**src/rtl/reg_file.sv**
```systemverilog
// 32-entry general-purpose register file: two async read ports, one
// synchronous write port, a debug read port, optional write-through.
module reg_file #(
  parameter int DATA_W = 32,
  parameter int ADDR_W = 5,
  parameter int SP_IDX = 29,
  parameter logic [DATA_W-1:0] SP_INIT = 128,
  parameter int BYPASS = 1
) (
  input  logic              clk_i,
  input  logic              rst_i,
  input  logic [ADDR_W-1:0] rs_addr_i,
  input  logic [ADDR_W-1:0] rt_addr_i,
  input  logic [ADDR_W-1:0] rd_addr_i,
  input  logic [DATA_W-1:0] rd_data_i,
  input  logic              reg_write_i,
  input  logic [ADDR_W-1:0] dbg_addr_i,
  output logic [DATA_W-1:0] rs_data_o,
  output logic [DATA_W-1:0] rt_data_o,
  output logic [DATA_W-1:0] dbg_data_o
);

  localparam int DEPTH = 1 << ADDR_W;

  // Entry 0 has no storage; it is the hardwired zero register.
  logic [DATA_W-1:0] regs [1:DEPTH-1];

  logic wr_en;
  logic byp_en;
  logic rs_hit;
  logic rt_hit;

  assign wr_en  = reg_write_i && (rd_addr_i != '0);
  assign byp_en = (BYPASS != 0) && rst_i && wr_en;
  assign rs_hit = byp_en && (rs_addr_i == rd_addr_i);
  assign rt_hit = byp_en && (rt_addr_i == rd_addr_i);

  always_ff @(posedge clk_i) begin
    if (!rst_i) begin
      for (int i = 1; i < DEPTH; i++) begin
        regs[i] <= (i == SP_IDX) ? SP_INIT : '0;
      end
    end else if (wr_en) begin
      regs[rd_addr_i] <= rd_data_i;
    end
  end

  function automatic logic [DATA_W-1:0] stored(
    input logic [ADDR_W-1:0] addr
  );
    if (addr == '0) begin
      return '0;
    end
    return regs[addr];
  endfunction

  always_comb begin
    rs_data_o  = stored(rs_addr_i);
    rt_data_o  = stored(rt_addr_i);
    dbg_data_o = stored(dbg_addr_i);
    if (rs_hit) begin
      rs_data_o = rd_data_i;
    end
    if (rt_hit) begin
      rt_data_o = rd_data_i;
    end
  end

endmodule

```
**config.mk**
```make
export PLATFORM = sky130hd
export DESIGN_NAME = reg_file
export DESIGN_NICKNAME = d
export VERILOG_FILES = /design/src/rtl/reg_file.sv
export SDC_FILE = /design/constraint.sdc
export NUM_CORES = 2
export LEC_CHECK = 0
export CAP_MARGIN = 20
export CORE_AREA = 4 4 432 434
export CTS_CLUSTER_SIZE = 16
export DETAILED_ROUTE_END_ITERATION = 16
export DIE_AREA = 0 0 436 438
export PLACE_DENSITY_LB_ADDON = 0.3
export SYNTH_ARGS = -nofsm -noshare
export SYNTH_HDL_FRONTEND = slang
export SYNTH_SLANG_ARGS = --single-unit
```
**constraint.sdc**
```tcl
create_clock -name clk_i -period 4.6 [get_ports clk_i]
set_clock_uncertainty 0.2 [all_clocks]
set_input_delay 0.46 -clock clk_i [delete_from_list [all_inputs] [get_ports clk_i]]
set_output_delay 0.46 -clock clk_i [all_outputs]
set_load 0.01 [all_outputs]
```
==> results.yml <==
sta:
  worst_pin_slew_ns: 1.133
  layout_setup_ws_ns: 0.01426
  post-route-period-util_pct: 99.69
  layout_min_cycle_time_ns: 4.586
  rsz_0062_raised_after_global_routing: "false"
  final-setup-viol-count: 0
  timing.slew.headroom_pct: 24.12
  fmax_ghz: 0.2181
  final_hold_viol_count: 0
  slew_viol_final: 0
  setup-tns-final_ns: 0
yosys:
  synth.distinct_cells: 44
  synth_common_cells: "edfxtp_1, and2_1, mux4_2"
  postSynth.asyncResetShare_pct: 0
  synth.largest_area_cell: "edfxtp_1"
  synth_edf_count: 1024
  yosysMostFrequentCell: "edfxtp_1"
  syn_inst: 4639
  synthesis.yosys.warnings: 0
  synth.avg_cell_area_um2: 13.75
  netlist_top_cells_area: "edfxtp_1, mux4_2, and2_1"
  synth_top_flop_cell: "edfxtp_1"
  post-synth-top-area-fraction_pct: 48.19
  syn_area_um2: 63800
  yosysSeqAreaShare_pct: 48.19
  synth.ff_latch_count: 1024
grt:
  number_of_antenna_violations_at_the_first_check_in_global_routing: 25
  grt_pass1_wl_mm: 377.9
  grt-ovfl-total: 0
  largest_net_degree_at_the_start_of_global_routing: 68
  groute.usage.overall_pct: 28.23
  first_global_vias: 46090
cells_and_area:
  final.fill_count: 16780
  fin_cells: 7254
  max_flop_register: "regs"
  post_layout_nets: 4808
  largest_registers: "regs x1024"
  drive_above_1_share_pct: 25.72
  multi_input_comb_area_um2: 31590
  flip_flop_count_of_the_largest_register_after_layout: 1024
  sequential_cell_area_um2: 30750
  area.growth.synth_to_final_pct: 16.59
  layout_cell_area_excl_fill_um2: 74390
die:
  io-pin-count: 151
  design.core.area_um2: 182700
  effective_utilization_at_floorplan_pct: 34.93
  core.rowCount: 157
  die-width_um: 436
  chipHeight_um: 438
  floorplan.die_area_um2: 191000
placed_design:
  place_worst_setup_slack_ns: 0.06167
  placement.io_buffers: 150
  post_dp_cell_area_um2: 70370
  place_inst: 7017
  detailedPlacementHpwl_mm: 178.0
  replace_congestion: 0.9170
critical_path:
  criticalPathCategory: "in2out"
  critPathCaptureType: "output pin"
  critPathArrivalTime_ns: 3.93
  cp_cell_sequence: "clkdlybuf4s50_1, or3_1, o311ai_4, o32ai_4, buf_12, nor3_1, a32o_1, clkdlybuf4s50_1"
  worst_path_largest_cell_delay_ns: 0.77
  worst_path_required_ns: 3.94
  cp_max_fo: 32
  timing.critical_path.max_delay_family: "buffers and inverters"
  critical_path.startpoint_type: "input pin"
  path_buf_inv: 3
  critical_path.slowest_cell: "nor3_1"
  critPathMostFrequentCell: "clkdlybuf4s50_1"
power:
  p_seq_share_pct: 43.8
  total_power_mw: 25.59
  leakage_power_nw: 26.33
  switching_power_mw: 7.064
  power.share.combinational_pct: 17.7
  cellInternalPower_mw: 18.53
  clock_power_share_pct: 38.5
  power.density_cell_area_nw_per_um2: 344.0
  switching_share_pct: 27.60
  peakVddDrop_mv: 0.3215
run_status:
  run_status: "complete, no violations"
clock_tree:
  tritoncts_num_sinks: 1024
  cts_tree: "yes"
  htreeDepth: 3
  cts.hold.buffers_added: 0
  maximum_clock_path_buffer_count: 3
  postCtsSetupBuffers: 0
  cts_root_buffer: "clkbuf_16"
  post_cts_resized: 0
  clk_pin_slew_worst_paths_ns: 0.06
  cts_buffers: 117
job:
  maxCapViolCount: 0
drt:
  detail-route-antenna-nets: 0
  detail_route.drc_violations: 0
  drt_wl_total_mm: 276.1
  post_drt_via_cell_ratio: 6.528
  detailroute.via_count: 47350
  initialDrtViolationCount: 7717
  drt_first_pass_iters: 6
  routed_wire_length_per_instance_um: 38.06
hold_path:
  worstHoldPathType: "in2reg"
-- worst paths after layout --
| check | start | end | slack, ns | depth (start not counted) |
|---|---|---|---|---|
| setup / recovery | rd_addr_i[3] | rs_data_o[10] | 0.01 | 8 |
| hold / removal | rd_data_i[17] | regs[0][17] | 0.34 | 2 |
-- cell type report --
type                            count  area share (%)
Sequential cell                  1024           41.33
Multi-Input combinational cell   3090           42.46
Timing Repair Buffer              487           6.696
Antenna cell                       16         0.05382
Tap cell                         2385           4.011
Inverter                           33          0.1665
Clock buffer                      151           4.193
Clock inverter                     68           1.083
-- cells in the final DEF (no fill, tap or decap), types with 31 or more instances in the layout --
| cell | synthesis | final |
|---|---|---|
| nor2_4 | 0 | 38 |
| conb_1 | 1 | 32 |
| mux2_2 | 60 | 60 |
| o22ai_1 | 37 | 37 |
| buf_4 | 12 | 268 |
| inv_1 | 33 | 33 |
| nand3_1 | 80 | 80 |
| a21oi_1 | 134 | 134 |
| clkbuf_1 | 334 | 31 |
| a32o_1 | 55 | 55 |
| mux4_2 | 576 | 576 |
| o21ai_0 | 65 | 34 |
| nand2_1 | 128 | 127 |
| and2_1 | 995 | 993 |
| clkbuf_16 | 0 | 121 |
| buf_12 | 0 | 70 |
| nor3_1 | 38 | 38 |
| mux2i_1 | 541 | 541 |
| edfxtp_1 | 1024 | 1024 |
| o21ai_4 | 0 | 31 |
| a22oi_1 | 169 | 169 |
| clkdlybuf4s50_1 | 0 | 134 |
-- power groups by stage --
stage          Clock, mW  Combinational (mW)  Sequential [mW]
2_1_floorplan          0                2.52             11.3
3_3_place_gp           0                4.43             11.3
3_5_place_dp           0                4.43             11.4
4_1_cts             9.90                4.46             11.2
5_1_grt             10.3                4.64             11.3
6_report            9.85                4.52             11.2
-- per-layer routing --
metal | track usage (%) | up-vias | share of wire [%]
li1 | - | 18310 | -
met1 | 36.75 | 24440 | 37
met2 | 43.35 | 3774 | 45
met3 | 5.778 | 832 | 11
met4 | 17.51 | 4 | 7.2
met5 | 0 | - | 0.0094
-- cells by family after synthesis --
group                  Yosys count  synth area share, %
XOR/XNOR                        10               0.1373
AND/OR/NAND/NOR               1318                12.05
flip-flops                    1024                48.19
other                            1             0.005877
AO/OA/AOI/OAI                  553                6.085
multiplexers                  1177                29.88
buffers and inverters          556                3.655
-- metrics by stage --
stage                     util, %  hold slack [ns]
after floorplan                 -           0.3589
after global placement      38.51            1.117
after detailed placement    38.52            1.119
after CTS                   40.67           0.2998
after global routing        40.70           0.3334
final                       40.72           0.3395
Note: power is estimated with default switching activity, not from simulation.
